[src/rtl/jump_window_ctrl.sv]
// Per-channel jump FSMs (IDLE -> AIR -> COOL) gated by a shared periodic jump window.
// Define JUMP_QUEUE_EN to hold requests made while the window is closed until it reopens.
module jump_window_ctrl #(
    parameter int CHANNELS   = 2,
    parameter int PERIOD     = 6,
    parameter int WINDOW     = 3,
    parameter int AIR_TICKS  = 8,
    parameter int COOL_TICKS = 4
) (
    input  logic                proc_clk,
    input  logic                reset,
    input  logic                en,
    input  logic                frame_tick,
    input  logic [CHANNELS-1:0] jump_req,
    input  logic [CHANNELS-1:0] ground_hit,
    output logic [CHANNELS-1:0] can_jump,
    output logic [CHANNELS-1:0] jump_grant,
    output logic [CHANNELS-1:0] airborne,
    output logic                any_airborne
);

    localparam int PHASE_W   = $clog2(PERIOD);
    localparam int MAX_TICKS = (AIR_TICKS > COOL_TICKS) ? AIR_TICKS : COOL_TICKS;
    localparam int CNT_W     = $clog2(MAX_TICKS + 1);

    typedef enum logic [1:0] {
        IDLE = 2'd0,
        AIR  = 2'd1,
        COOL = 2'd2
    } chan_state_e;

    // With no cooldown configured a landing goes straight back to IDLE.
    localparam chan_state_e        LANDED     = (COOL_TICKS == 0) ? IDLE : COOL;
    localparam logic [PHASE_W-1:0] PHASE_LAST = PHASE_W'(PERIOD - 1);
    localparam logic [CNT_W-1:0]   AIR_LAST   = CNT_W'(AIR_TICKS - 1);
    localparam logic [CNT_W-1:0]   COOL_LAST  = CNT_W'((COOL_TICKS > 0) ? COOL_TICKS - 1 : 0);

    logic [PHASE_W-1:0]  phase_q;
    logic                window_open;
    chan_state_e         state_q [CHANNELS];
    chan_state_e         state_d [CHANNELS];
    logic [CNT_W-1:0]    count_q [CHANNELS];
    logic [CNT_W-1:0]    count_d [CHANNELS];
    logic [CHANNELS-1:0] grant_set;
    logic [CHANNELS-1:0] grant_q;
`ifdef JUMP_QUEUE_EN
    logic [CHANNELS-1:0] pending_q;
    logic                phase_zero;
`endif

    if (WINDOW >= PERIOD) begin : g_always_open
        assign window_open = 1'b1;
    end else begin : g_window
        assign window_open = (phase_q < PHASE_W'(WINDOW));
    end

    always_ff @(posedge proc_clk) begin
        if (reset) begin
            phase_q <= '0;
            grant_q <= '0;
            for (int i = 0; i < CHANNELS; i++) begin
                state_q[i] <= IDLE;
                count_q[i] <= '0;
            end
        end else begin
            grant_q <= grant_set;
            if (en) begin
                phase_q <= (phase_q == PHASE_LAST) ? '0 : phase_q + PHASE_W'(1);
                state_q <= state_d;
                count_q <= count_d;
            end
        end
    end

    // A final AIR tick and a ground hit in the same cycle collapse into one landing.
    always_comb begin
        for (int i = 0; i < CHANNELS; i++) begin
            state_d[i] = state_q[i];
            count_d[i] = count_q[i];
            if (en) begin
                case (state_q[i])
                    IDLE: begin
                        if (grant_set[i]) begin
                            state_d[i] = AIR;
                            count_d[i] = '0;
                        end
                    end
                    AIR: begin
                        if (ground_hit[i] || (frame_tick && count_q[i] == AIR_LAST)) begin
                            state_d[i] = LANDED;
                            count_d[i] = '0;
                        end else if (frame_tick) begin
                            count_d[i] = count_q[i] + CNT_W'(1);
                        end
                    end
                    COOL: begin
                        if (frame_tick) begin
                            if (count_q[i] == COOL_LAST) begin
                                state_d[i] = IDLE;
                                count_d[i] = '0;
                            end else begin
                                count_d[i] = count_q[i] + CNT_W'(1);
                            end
                        end
                    end
                    default: begin
                        state_d[i] = IDLE;
                        count_d[i] = '0;
                    end
                endcase
            end
        end
    end

    always_comb begin
        can_jump  = '0;
        airborne  = '0;
        grant_set = '0;
        for (int i = 0; i < CHANNELS; i++) begin
            can_jump[i] = window_open && (state_q[i] == IDLE);
            airborne[i] = (state_q[i] == AIR);
`ifdef JUMP_QUEUE_EN
            grant_set[i] = en && can_jump[i] && (jump_req[i] || (pending_q[i] && phase_zero));
`else
            grant_set[i] = en && can_jump[i] && jump_req[i];
`endif
        end
    end

    assign any_airborne = |airborne;
    assign jump_grant   = grant_q & {CHANNELS{en}};

`ifdef JUMP_QUEUE_EN
    assign phase_zero = (phase_q == '0);

    // Only idle channels queue; any grant consumes the pending request.
    always_ff @(posedge proc_clk) begin
        if (reset) begin
            pending_q <= '0;
        end else if (en) begin
            for (int i = 0; i < CHANNELS; i++) begin
                if (grant_set[i]) begin
                    pending_q[i] <= 1'b0;
                end else if (state_q[i] == IDLE && !window_open && jump_req[i]) begin
                    pending_q[i] <= 1'b1;
                end
            end
        end
    end
`endif

endmodule

[config.mk]
export PLATFORM = sky130hd
export DESIGN_NAME = jump_window_ctrl
export DESIGN_NICKNAME = d
export VERILOG_FILES = /design/src/rtl/jump_window_ctrl.sv
export SDC_FILE = /design/constraint.sdc
export NUM_CORES = 1
export LEC_CHECK = 0
export BUFFER_PORTS_ARGS = -buffer_cell sky130_fd_sc_hd__buf_2
export CAP_MARGIN = 20
export CORE_ASPECT_RATIO = 1.25
export CORE_UTILIZATION = 63
export CTS_BUF_LIST = sky130_fd_sc_hd__clkbuf_8
export DETAILED_ROUTE_END_ITERATION = 12
export GPL_ROUTABILITY_DRIVEN = 0
export GPL_TIMING_DRIVEN = 0
export MAX_ROUTING_LAYER = met4
export PLACE_DENSITY = 0.83
export SETUP_SLACK_MARGIN = 0.1
export SYNTH_ARGS = -nofsm -noshare
export SYNTH_HDL_FRONTEND = slang
export SYNTH_SLANG_ARGS = --single-unit
[constraint.sdc]
create_clock -name proc_clk -period 4.24 [get_ports proc_clk]
set_clock_uncertainty 0.15 [all_clocks]
set_input_delay 0.636 -clock proc_clk [delete_from_list [all_inputs] [get_ports proc_clk]]
set_output_delay 0.636 -clock proc_clk [all_outputs]
set_load 0.03 [all_outputs]
[Word-level counts from Yosys, hierarchy flattened]
Index checks and enable logic that the tools add are counted.
W data, S select, Z words.
Cells by class
  equal/unequal tests: 19
  bitwise logic cells: 1
  reductions and logical operators: 17
  mux-type cells: 23
  div/mod/pow operators: 0
  add/subtract/negate cells: 3
  $lt $le $gt $ge: 1
  shift-type cells: 0
  multiply operators: 0
Operators with widths (count)
  $mux W4: 10
  $pmux W4 S3: 2
  $mux W2: 8
  $ne A2 B2 Y1 const B: 6
  $pmux W2 S3: 2
  $reduce_and A5 Y1: 2
  $add A4 B1 Y4 const B: 2
  $eq A4 B2 Y1 const B: 2
  $eq A4 B3 Y1 const B: 2
  $logic_and A1 B1 Y1: 8
  $reduce_and A4 Y1: 2
  $ne A3 B2 Y1 const B: 2
  $eq A2 B1 Y1 const B: 2
  $eq A2 B2 Y1 const B: 2
  $logic_not A2 Y1: 2
  $ne A2 B1 Y1 const B: 2
  $add A3 B1 Y3 const B: 1
  $eq A3 B3 Y1 const B: 1
  $lt A3 B2 Y1 const B: 1
  $mux W3: 1
  $and A2 B2 Y2: 1
  $logic_or A1 B1 Y1: 2
  $reduce_or A2 Y1: 1
Storage, ports and cells
  register bits after elaboration: 17
  word-level logic and storage cells: 70
  RAM bits: 0
  latch bits: 0
  output and inout port bits: 7
  memories: 0
  ROM bits: 0

[Longest topological paths before layout]
Gate-level depths: netlist of run 1.
  depth after elaboration: 6
  depth in mapped cells: 6
  depth with buffers taken out: 6

[Worst setup path before layout of run 1]
No wires, ideal clock.
  path type: in2out
  start: in en
  end: out jump_grant[0]
  data arrival time: 1.025 ns
  stages: 2
  slack: 2.429 ns
  path buffers: 1
  cells stage by stage: buf_6 and2_1
Between the ends
  cells in the longest elaborated chain, start to end: 1
RTL lines
  from (decl): line 12  | input logic en,
  $and A2 B2 Y2: line 131  | assign jump_grant = grant_q & {CHANNELS{en}};
  to (decl): line 17  | output logic [CHANNELS-1:0] jump_grant,
Every way passes these cells.

[Worst setup path after layout of run 1]
  start: reg phase_q[0]
  end: out can_jump[1]
Between the ends
  cells in the longest elaborated chain, start to end: 2
RTL lines
  from (decl): line 38  | logic [PHASE_W-1:0] phase_q;
  from (signal assigned): line 68  | phase_q <= (phase_q == PHASE_LAST) ? '0 : phase_q + PHASE_W'(1);
  $lt A3 B2 Y1: line 54  | assign window_open = (phase_q < PHASE_W'(WINDOW));
  $logic_and A1 B1 Y1: line 120  | can_jump[i] = window_open && (state_q[i] == IDLE);
  to (decl): line 16  | output logic [CHANNELS-1:0] can_jump,
Every way passes these cells.

==> results.rst, run 1 <==
.. list-table::
   :header-rows: 1

   * - Metric
     - Value
   * - Setup repair after global routing missed its margin
     - no
   * - R2r startpoint
     - count_q[4]
   * - Detailed-route wire length
     - approximately 2300 um
   * - Setup Fix Bufs, Post-CTS
     - 0
   * - Number of diodes
     - 0
   * - Amount of wire on met3 after detailed routing
     - 65 um
   * - Average vias per placed instance
     - slightly above 6
   * - Clock latency on the worst-skew pair
     - approximately 0.26 ns
   * - Routed wire per std cell
     - between 10 and 15 um
   * - Ports placed on the boundary
     - 15
   * - Reg2Reg Capture Point
     - count_q[6]
   * - Core area
     - approximately 1600 sq um
   * - Clock network fraction of total power
     - a little under a third
   * - Post-placement setup slack
     - about 2.3 ns
   * - Internal cell power
     - 0.269 mW
   * - Height of the die
     - between 40 and 50 um
   * - Via count of the first global-routing pass
     - between 900 and 1000
   * - Sum of internal, switching and leakage power
     - 0.390 mW
   * - Die footprint
     - 1960 sq um
   * - Launch point of the worst hold path
     - phase_q[2]
   * - Clock transition time at the flip-flop clock pins of the worst setup and hold paths
     - around 0.060 ns
   * - Number of setup violations in the final report
     - 0
   * - Worst Setup Path Type
     - reg -> out
   * - Antenna Nets Post-Route
     - 0
   * - Post-synth cell types
     - 36
   * - Pin count of the biggest net entering global routing
     - 11
   * - Remaining Overflow, GRT
     - 0
   * - Final slew viol count
     - 0
   * - Critical path origin
     - phase_q[0]
   * - Maximum frequency from static timing analysis
     - approximately 460 MHz
   * - Final-report hold violation count
     - 0
   * - Cell depth of the worst hold path
     - 2
   * - Data required time of the critical path
     - 3.45 ns
   * - Number of sinks handled by clock tree synthesis
     - 17
   * - Fraction of registers with async set/reset
     - 0%
   * - Die W
     - 39.8 um
   * - CTS tree
     - built
   * - Max Fanout on Critical Path
     - 6
   * - Initial antenna violation count
     - 0
   * - Reg2Reg Depth
     - 5
   * - Sequential fraction of design power
     - between 40% and 50%
   * - Peak supply drop
     - around 0.29 mV
   * - Arrival time at the worst endpoint
     - between 1 and 1.5 ns
   * - Outcome
     - finished, final reports clean
   * - Fin Setup TNS
     - 0 ns
   * - Violation count after the first detailed-routing iteration
     - 30
   * - Relative contribution of combinational cells to total power
     - about a quarter
   * - Global Route Usage Sum
     - 29.4%
   * - Most frequent cells in the layout
     - sky130_fd_sc_hd__dfxtp_1, sky130_fd_sc_hd__buf_2, sky130_fd_sc_hd__inv_1
   * - Worst setup slack after layout
     - between 2 and 2.5 ns
   * - Met1 layer wirelength in the final routing
     - 1020 um
   * - Total power per unit cell area
     - ~310 nW/um^2
   * - Reported net switching power
     - 0.121 mW
   * - Average size of a mapped cell
     - between 8 and 9 sq um
   * - Count of flip-flops with a built-in enable after synthesis
     - 0
   * - Layout area overhead
     - 11.8%
   * - Static Leakage
     - slightly above 0.5 nW
   * - Worst Hold Slack
     - about 0.32 ns
   * - Most used flip-flop cell after synthesis
     - sky130_fd_sc_hd__dfxtp_1
   * - Drt drc
     - 0
   * - Register-to-register path setup slack
     - ~2.4 ns
   * - Post-CTS Hold Buffers
     - 0
   * - Post-cts gate resize count
     - 0
   * - Type of element capturing the critical path
     - output pin
   * - Count of maximum capacitance violations
     - 0
   * - Number of placement rows
     - 16
   * - Synthesized instance count
     - about 130
   * - CTS root buffer
     - sky130_fd_sc_hd__clkbuf_8
   * - Number of placed instances with taps included
     - approximately 160
   * - Final net count
     - around 160
   * - Switching power as a share of total power
     - a little under a third
   * - Share of post-route cells with drive strength above 1
     - between 20% and 30%
   * - Number of buffers created by CTS
     - 3
   * - Count of yosys warnings during synthesis
     - 0
   * - Worst hold endpoint
     - phase_q[2]
   * - Net count after synthesis
     - roughly 150
   * - Cell Area, Synth
     - 1120 sq um
   * - Min-delay worst type
     - reg -> reg
   * - Detailed Routing Iterations Pass 1
     - 5
   * - Maximum level of the CTS H-tree
     - 1
   * - Crit share post-route
     - 51.3%
   * - Detailed-routed wire length on met2
     - 1170 um
   * - Relative max-transition margin
     - between 60% and 70%
   * - Uppermost layer routed
     - met4
   * - Number of vias in the routed layout
     - 1000
   * - Portion of the post-synthesis area used by sequential elements
     - a little under a third
   * - Port Buffer Count
     - 13
   * - Transition at the pin with the smallest max-transition slack
     - 0.566 ns
   * - Critical Path Start Type
     - flop
   * - Largest buffer count on any clock path
     - 2
   * - HPWL after DPL
     - 1690 um
   * - Clock period minus worst slack
     - 2.17 ns
   * - Synthesis-stage register bit count
     - 17
   * - First-pass GRT wire length
     - between 3000 and 4000 um
   * - Filler cell count in the final layout
     - 117
   * - Post-Layout Cell Count
     - between 150 and 200
   * - Leading cell type in the layout, fill and taps excluded
     - sky130_fd_sc_hd__dfxtp_1
   * - Initial cell density of the core
     - between 60% and 70%
==> critical path: stages (launching register included) <==
cell and delay, ns:
sky130_fd_sc_hd__dfxtp_1 0.33, sky130_fd_sc_hd__a21oi_1 0.38, sky130_fd_sc_hd__and2_1 0.22, sky130_fd_sc_hd__buf_2 0.20
==> metal layers <==
metal / up-vias / global-route usage [%]
met1: 469 / 35.2
met4: 0 / 12.1
met2: 18 / 47.3
li1: 508 / -
met3: 5 / 4.11
met5: - / -
==> kinds of logic after synthesis <==
| kind of cell | after synthesis | synth area share [%] |
|---|---|---|
| AOI/OAI and AO/OA | 36 | 22.9 |
| xor gates and xnor gates | 1 | 0.781 |
| adders and majority gates | 10 | 11.1 |
| buffers and inverters | 16 | 7.02 |
| DFF | 17 | 30.3 |
| muxes | 1 | 0.892 |
| and+or+nand+nor | 47 | 27.0 |
==> synthesized netlist by cell type (2+ instances only) <==
cell / instances / share of area (%)
sky130_fd_sc_hd__inv_1: 11 / 3.7
sky130_fd_sc_hd__dfxtp_1: 17 / 30
sky130_fd_sc_hd__o2111ai_1: 2 / 1.6
sky130_fd_sc_hd__a22oi_1: 2 / 1.3
sky130_fd_sc_hd__or3b_4: 2 / 2.0
sky130_fd_sc_hd__o21ai_0: 9 / 4.0
sky130_fd_sc_hd__nor2b_1: 2 / 1.1
sky130_fd_sc_hd__nand3_1: 9 / 4.0
sky130_fd_sc_hd__nand4_1: 3 / 1.7
sky130_fd_sc_hd__o32ai_1: 3 / 2.3
sky130_fd_sc_hd__a21oi_1: 10 / 4.5
sky130_fd_sc_hd__and4b_1: 2 / 1.8
sky130_fd_sc_hd__nor2_1: 4 / 1.3
sky130_fd_sc_hd__or3_1: 3 / 1.7
sky130_fd_sc_hd__o2111a_1: 2 / 2.0
sky130_fd_sc_hd__nand4b_1: 4 / 3.1
sky130_fd_sc_hd__a32o_2: 2 / 2.0
sky130_fd_sc_hd__ha_1: 10 / 11
sky130_fd_sc_hd__and2b_1: 2 / 1.3
sky130_fd_sc_hd__nand2b_1: 3 / 1.7
sky130_fd_sc_hd__buf_4: 3 / 2.0
sky130_fd_sc_hd__and2_1: 5 / 2.8
sky130_fd_sc_hd__or2b_2: 2 / 1.6
sky130_fd_sc_hd__a211oi_2: 2 / 2.2
sky130_fd_sc_hd__nand2_1: 3 / 1.0
==> worst max path at each step <==
stage                    end  slack [ns]  cells after the start
6_report         can_jump[1]        2.07                      3
5_1_grt         any_airborne        1.98                      4
4_1_cts         any_airborne        2.06                      4
3_5_place_dp      count_q[1]        2.33                      5
3_3_place_gp    any_airborne        2.37                      4
2_1_floorplan  jump_grant[0]        2.43                      2
==> state kept, by name, indices dropped and copies added, names as in the netlist <==
signal   count
count_q      8
grant_q      2
phase_q      3
state_q      4
==> final cells by class <==
cell class                      count  area [sq um]  share of cell area [%]
Multi-Input combinational cell     95           703                    56.0
Sequential cell                    17           340                    27.1
Timing Repair Buffer               13          65.1                    5.18
Clock buffer                        3          41.3                    3.29
Inverter                           11          41.3                    3.29
Buffer                              5          37.5                    2.99
Tap cell                           18          22.5                    1.79
Clock inverter                      1          3.75                   0.299
==> power groups by stage <==
stage	clock (mW)	combinational, mW	sequential (mW)
after global routing	0.126	0.110	0.171
final	0.120	0.0993	0.170
after detailed placement	0	0.0974	0.174
after floorplan	0	0.0747	0.173
after CTS	0.121	0.0985	0.170
after global placement	0	0.0949	0.173
==> through the flow <==
| step | util (%) | area [sq um] |
|---|---|---|
| 2_1_floorplan | - | 1120 |
| 3_3_place_gp | 74.6 | 1210 |
| 3_5_place_dp | 74.6 | 1210 |
| 4_1_cts | 77.4 | 1250 |
| 5_1_grt | 77.4 | 1250 |
| 6_report | 77.4 | 1250 |
Power figures use the tool's default switching activity.
==> run 2, diff against run 1 <==
CORE_UTILIZATION = 59   (was 63)
PLACE_DENSITY = 0.78   (was 0.83)
clock period = 2.03 ns   (was 4.24 ns; I/O delays follow)
==> run 2 against run 1 <==
Final area is 0.60% higher. Via count is 2.9% higher. Global-route usage is 2.8 points lower. Sequential cell count stayed put. Clock power is 110% higher. Largest cell class unchanged. Worst setup slack worse by 1.9 ns. Wire length is 1.8% higher. Core utilization is 5.9 points lower. Combinational power is 110% higher. Count of clock-buffer cells in the layout stayed put. Register-to-register slack worse by 2.2 ns. Highest routed layer unchanged.
==> results.rst, run 2 (synthesis gave the netlist of run 1 again) <==
.. list-table::
   :header-rows: 1

   * - Metric
     - Value
   * - Die W
     - 41.0 um (+3.2%)
   * - Antenna Nets Post-Route
     - 0 (unchanged)
   * - HPWL after DPL
     - 1830 um (+8.6%)
   * - Static Leakage
     - 0.502 nW (-0.21%)
   * - Clock transition time at the flip-flop clock pins of the worst setup and hold paths
     - 0.07 ns (about the same)
   * - Crit share post-route
     - between 90 and 100%
   * - Largest register FFs
     - 8 (unchanged)
   * - Final slew viol count
     - 0 (unchanged)
   * - Core area
     - 1770 sq um (+8.9%)
   * - Ports placed on the boundary
     - 15 (unchanged)
   * - Count of buffering cells on the critical path with inverters included
     - 0 (-1)
   * - Remaining Overflow, GRT
     - 0 (unchanged)
   * - Min-delay worst type
     - in -> reg
   * - Pin count of the biggest net entering global routing
     - 11 (unchanged)
   * - Cell depth of the worst hold path
     - 3 (+1)
   * - Outcome
     - finished, final reports clean
   * - CTS root buffer
     - sky130_fd_sc_hd__clkbuf_8
   * - Number of sinks handled by clock tree synthesis
     - 17 (unchanged)
   * - Maximum frequency from static timing analysis
     - 540 MHz
   * - Most frequent cells in the layout
     - sky130_fd_sc_hd__dfxtp_1, sky130_fd_sc_hd__buf_2, sky130_fd_sc_hd__inv_1
   * - Final-report hold violation count
     - 0 (unchanged)
   * - Violation count after the first detailed-routing iteration
     - 39 (+30%)
   * - Data required time of the critical path
     - 2.02 ns (-1.43 ns)
   * - Initial antenna violation count
     - 0 (unchanged)
   * - Clock period minus worst slack
     - 1.85 ns
   * - Leading cell type in the layout, fill and taps excluded
     - sky130_fd_sc_hd__dfxtp_1
   * - Height of the die
     - 50.8 um (+3.2%)
   * - Arrival time at the worst endpoint
     - 1.84 ns (+0.45 ns)
   * - Critical Path Start Type
     - flop
   * - Drt drc
     - 0 (unchanged)
   * - Delay of the slowest cell on the worst path
     - 0.40 ns (+0.02 ns)
   * - Fin Setup TNS
     - 0 ns (unchanged)
   * - Via count of the first global-routing pass
     - 964 (+1.9%)
   * - Detailed-route wire length
     - 2340 um (+1.8%)
   * - Worst hold endpoint
     - phase_q[0]
   * - Peak supply drop
     - 0.454 mV (+56%)
   * - CTS tree
     - built
   * - Reg2Reg Capture Point
     - count_q[6]
   * - Share of post-route cells with drive strength above 1
     - 23.4% (+2.1 points)
   * - Worst setup slack after layout
     - 0.176 ns (-1.89 ns)
   * - Count of maximum capacitance violations
     - 0 (unchanged)
   * - Die footprint
     - 2080 sq um (+6.5%)
   * - Average vias per placed instance
     - 6.27 (+2.3%)
   * - Post-cts gate resize count
     - 0 (unchanged)
   * - First-pass GRT wire length
     - 3810 um (-4.3%)
   * - Type of element capturing the critical path
     - flop
   * - Number of placement rows
     - 17 (+1)
   * - Filler cell count in the final layout
     - 145 (+24%)
   * - Number of setup violations in the final report
     - 0 (unchanged)
   * - Sequence of cells on the critical path
     - ha_1 -> or3b_4 -> a32o_2 -> a211oi_2 -> o32ai_1
   * - Setup Fix Bufs, Post-CTS
     - 0 (unchanged)
   * - Transition at the pin with the smallest max-transition slack
     - 0.542 ns (-0.0237 ns)
   * - Worst Setup Path Type
     - reg -> reg
   * - Registers with the most flip-flops
     - count_q: 8 flops, state_q: 4 flops, phase_q: 3 flops
   * - Layout area overhead
     - 12.5%
   * - Largest buffer count on any clock path
     - 2 (unchanged)
   * - Total power per unit cell area
     - 647 nW/um^2 (+110%)
   * - Post-CTS Hold Buffers
     - 0 (unchanged)
   * - Port Buffer Count
     - 13 (unchanged)
   * - Critical path's top delay family
     - compound AO/OA/AOI/OAI gates
   * - Global Route Usage Sum
     - 26.6% (-2.8 points)
   * - Clock latency on the worst-skew pair
     - 0.25 ns (about the same)
   * - Relative max-transition margin
     - 63.8% (+1.6 points)
   * - Register with the most flip-flops
     - count_q
   * - Routed wire per std cell
     - 14.3 um (+1.2%)
   * - Number of vias in the routed layout
     - 1029 (+2.9%)
   * - Launch point of the worst hold path
     - en
   * - Register-to-register path setup slack
     - 0.18 ns (-2.19 ns)
   * - Initial cell density of the core
     - 63.6% (-5.6 points)
   * - Setup repair after global routing missed its margin
     - no
   * - Reg2Reg Depth
     - 5 (unchanged)
   * - Post-placement setup slack
     - 0.188 ns (-2.15 ns)
   * - Detailed Routing Iterations Pass 1
     - 4 (-1)
   * - Max Fanout on Critical Path
     - 6 (unchanged)
   * - Number of diodes
     - 0 (unchanged)
   * - Number of buffers created by CTS
     - 3 (unchanged)
   * - R2r startpoint
     - count_q[4]
   * - Maximum level of the CTS H-tree
     - 1 (unchanged)
   * - Final net count
     - 164 (unchanged)
   * - Crit-path slowest cell
     - sky130_fd_sc_hd__or3b_4
run 2: cell types whose count changed in the layout (fill, tap and decap cells not counted), sizes merged:
cell	before	now
inv	12	11
clkinv	0	1
run 2: worst max-delay path by stage:
stage	start	end	slack, ns	cells past startpoint
2_1_floorplan	count_q[4]	count_q[6]	0.32	5
4_1_cts	state_q[3]	any_airborne	0.18	4
5_1_grt	state_q[1]	any_airborne	0.1	4
3_5_place_dp	count_q[4]	count_q[6]	0.19	5
6_report	count_q[4]	count_q[6]	0.18	5
3_3_place_gp	count_q[4]	count_q[6]	0.24	5
run 2: layout make-up:
cell class | count | area (sq um) | area share [%]
multi-input combinational | 95 | 708 | 56.1
sequential | 17 | 340 | 27.0
timing repair buffer | 13 | 65.1 | 5.15
clock buffer | 3 | 41.3 | 3.27
inverter | 11 | 41.3 | 3.27
buffer | 5 | 37.5 | 2.97
tap | 19 | 23.8 | 1.88
clock inverter | 1 | 5.00 | 0.396
run 2: tightest hold or removal path, stage by stage:
cell                      delay, ns
sky130_fd_sc_hd__buf_6         0.10
sky130_fd_sc_hd__xnor2_1       0.07
sky130_fd_sc_hd__nor2_1        0.08
run 2: stage by stage:
step	utilization, %	instances	total power [mW]	cell area [sq um]	hold slack, ns
floorplan	-	128	0.517	1120	0.295
global placement	68.6	160	0.562	1210	0.307
detailed placement	68.6	160	0.570	1210	0.319
CTS	71.2	164	0.819	1260	0.191
global route	71.5	164	0.858	1260	0.201
finish	71.5	164	0.817	1260	0.203
run 2: power breakdown:
group	leakage, nW	internal, mW	switching [mW]
clock network	0.0255	0.136	0.115
logic	0.339	0.0816	0.128
registers	0.138	0.347	0.00894
total	0.502	0.564	0.252
run 2: routing by layer:
metal  routed length, um  track usage [%]
met3                  55             2.65
met2                1270             47.7
met5                   0                -
met1                1000             28.4
met4                  18             8.33
==> run 3, diff against run 2 <==
CELL_PAD_IN_SITES_DETAIL_PLACEMENT = 2   (was not set)
CELL_PAD_IN_SITES_GLOBAL_PLACEMENT = 2   (was not set)
CORE_ASPECT_RATIO = not set   (was 1.25)
CORE_UTILIZATION = 36   (was 59)
==> run 3 against run 2 <==
The run now ends with DRC left. Count of clock-buffer cells in the layout stayed put. Cell count is 7.3% higher. Die area is 61% higher.
==> results.rst, run 3 (synthesis gave the netlist of run 1 again) <==
.. list-table::
   :header-rows: 1

   * - Metric
     - Value
   * - Count of maximum capacitance violations
     - 0 (unchanged)
   * - Registers with the most flip-flops
     - count_q: 8 flops, state_q: 4 flops, phase_q: 3 flops
   * - Height of the die
     - 57.8 um (+14%)
   * - Transition at the pin with the smallest max-transition slack
     - 0.500 ns (-0.0418 ns)
   * - Register with the most flip-flops
     - count_q
   * - Maximum level of the CTS H-tree
     - 1 (unchanged)
   * - Die W
     - 57.8 um (+41%)
   * - Number of placement rows
     - 19 (+2)
   * - Register-to-register path setup slack
     - 0.15 ns (-0.03 ns)
   * - Detailed Routing Iterations Pass 1
     - 8 (+4)
   * - Reg2Reg Depth
     - 5 (unchanged)
   * - Remaining Overflow, GRT
     - 0 (unchanged)
   * - Setup Fix Bufs, Post-CTS
     - 0 (unchanged)
   * - Initial antenna violation count
     - 0 (unchanged)
   * - Worst Setup Path Type
     - reg -> reg
   * - Critical path depth in cells
     - 5 (unchanged)
   * - Maximum frequency from static timing analysis
     - 532 MHz (-1.4%)
   * - Sum of internal, switching and leakage power
     - 0.857 mW (+4.9%)
   * - First-pass GRT wire length
     - 5450 um (+43%)
   * - Leading cell type in the layout, fill and taps excluded
     - sky130_fd_sc_hd__dfxtp_1
   * - Via count of the first global-routing pass
     - 1171 (+21%)
   * - Pin count of the biggest net entering global routing
     - 11 (unchanged)
   * - Final slew viol count
     - 0 (unchanged)
   * - Total power per unit cell area
     - 657 nW/um^2 (+1.5%)
   * - CTS root buffer
     - sky130_fd_sc_hd__clkbuf_8
   * - Global Route Usage Sum
     - 22.6% (-4.0 points)
   * - Number of vias in the routed layout
     - 1026 (-0.29%)
   * - Detailed-route wire length
     - 3210 um (+37%)
   * - Core area
     - 2850 sq um (+62%)
   * - Post-layout utilization of the core
     - 45.7% (-26 points)
   * - Violation count after the first detailed-routing iteration
     - 23 (-41%)
   * - Final net count
     - 164 (unchanged)
   * - Post-placement setup slack
     - 0.112 ns (-0.0760 ns)
   * - HPWL after DPL
     - 2340 um (+28%)
   * - Most frequent cells in the layout
     - sky130_fd_sc_hd__dfxtp_1, sky130_fd_sc_hd__buf_2, sky130_fd_sc_hd__inv_1
   * - Ports placed on the boundary
     - 15 (unchanged)
   * - Worst setup slack after layout
     - 0.150 ns (-0.0265 ns)
   * - Worst Hold Slack
     - 0.175 ns (-0.0277 ns)
   * - Largest buffer count on any clock path
     - 2 (unchanged)
   * - Initial cell density of the core
     - 39.3% (-24 points)
   * - Die footprint
     - 3340 sq um (+61%)
   * - Average vias per placed instance
     - 5.83 (-7.1%)
   * - Number of diodes
     - 0 (unchanged)
   * - Arrival time at the worst endpoint
     - 1.88 ns (+0.04 ns)
   * - Max Fanout on Critical Path
     - 5 (-1)
   * - Sequence of cells on the critical path
     - ha_1 -> or3b_4 -> a32o_2 -> a211oi_2 -> o32ai_1
   * - Crit-path slowest cell
     - sky130_fd_sc_hd__or3b_4
   * - Critical Path Start Type
     - flop
   * - Critical path capture point
     - count_q[2]
   * - Setup repair after global routing missed its margin
     - yes
   * - Clock latency on the worst-skew pair
     - 0.26 ns (about the same)
   * - Critical path origin
     - count_q[0]
   * - Share of post-route cells with drive strength above 1
     - 29.7% (+6.2 points)
   * - Number of buffers created by CTS
     - 3 (unchanged)
   * - Layout area overhead
     - 16.3%
   * - Largest register FFs
     - 8 (unchanged)
   * - Antenna Nets Post-Route
     - 0 (unchanged)
   * - Violated checks
     - DRC
   * - Filler cell count in the final layout
     - 332 (+130%)
   * - Outcome
     - finished with violations
   * - Crit share post-route
     - 92.6% (+1.3 points)
   * - Data required time of the critical path
     - 2.03 ns (about the same)
   * - Min-delay worst type
     - in -> reg
   * - Final-report hold violation count
     - 0 (unchanged)
   * - CTS tree
     - built
   * - Reg2Reg Capture Point
     - count_q[2]
   * - Number of sinks handled by clock tree synthesis
     - 17 (unchanged)
   * - Number of setup violations in the final report
     - 0 (unchanged)
   * - Static Leakage
     - 0.502 nW (-0.13%)
   * - Count of buffering cells on the critical path with inverters included
     - 0 (unchanged)
   * - Drt drc
     - 3 (+3)
   * - Type of element capturing the critical path
     - flop
   * - Clock transition time at the flip-flop clock pins of the worst setup and hold paths
     - 0.08 ns (about the same)
   * - Critical path's top delay family
     - compound AO/OA/AOI/OAI gates
   * - Routed wire per std cell
     - 18.2 um (+28%)
   * - Peak supply drop
     - 0.283 mV (-38%)
   * - R2r startpoint
     - count_q[0]
   * - Port Buffer Count
     - 13 (unchanged)
   * - Delay of the slowest cell on the worst path
     - 0.41 ns (about the same)
   * - Relative max-transition margin
     - 66.7% (+2.8 points)
   * - Fin Setup TNS
     - 0 ns (unchanged)
   * - Clock period minus worst slack
     - 1.88 ns (+0.0265 ns)
[run 3: worst min-delay path, stage by stage]
cell	delay, ns
sky130_fd_sc_hd__buf_2	0.09
sky130_fd_sc_hd__or3_1	0.09
sky130_fd_sc_hd__o32ai_1	0.06
[run 3: per-layer routing]
| metal | GRT usage [%] | share of wire (%) | vias to the layer above |
|---|---|---|---|
| li1 | - | - | 503 |
| met4 | 8.84 | 1.2 | 0 |
| met2 | 37.1 | 48 | 15 |
| met3 | 4.91 | 3.3 | 5 |
| met5 | - | 0 | - |
| met1 | 27.1 | 47 | 503 |
[run 3: how the worst min path moves through the flow]
stage	from	end	slack [ns]	cells past startpoint
after floorplan	phase_q[2]	phase_q[2]	0.29	2
after global placement	phase_q[2]	phase_q[2]	0.30	2
after detailed placement	phase_q[2]	phase_q[2]	0.32	2
after CTS	reset	count_q[3]	0.17	3
after global routing	reset	count_q[3]	0.20	3
final	reset	count_q[3]	0.18	3
[run 3: final cells by class]
class / count / area (sq um) / share of cell area (%)
clock buffer: 3 / 41.3 / 3.16
tap: 31 / 38.8 / 2.97
buffer: 5 / 37.5 / 2.88
clock inverter: 1 / 5.00 / 0.384
sequential: 17 / 343 / 26.3
inverter: 11 / 41.3 / 3.16
multi-input combinational: 95 / 733 / 56.2
timing repair buffer: 13 / 65.1 / 4.99
[run 3: power by group]
| group | internal [mW] | leakage (nW) | switching (mW) |
|---|---|---|---|
| sequential | 0.347 | 0.139 | 0.0108 |
| clock | 0.137 | 0.0255 | 0.139 |
| combinational | 0.0853 | 0.337 | 0.138 |
| total | 0.569 | 0.502 | 0.288 |
[run 3: repair_timing]
item,4_1_cts,5_1_grt
gates resized for setup,1,10
hold buffers,0,0
setup endpoints to repair,1,9
[run 3: stage by stage]
step	instances	cell area [sq um]
after CTS	176	1280
after global routing	176	1310
final	176	1310
after global placement	172	1230
after floorplan	128	1120
after detailed placement	172	1230
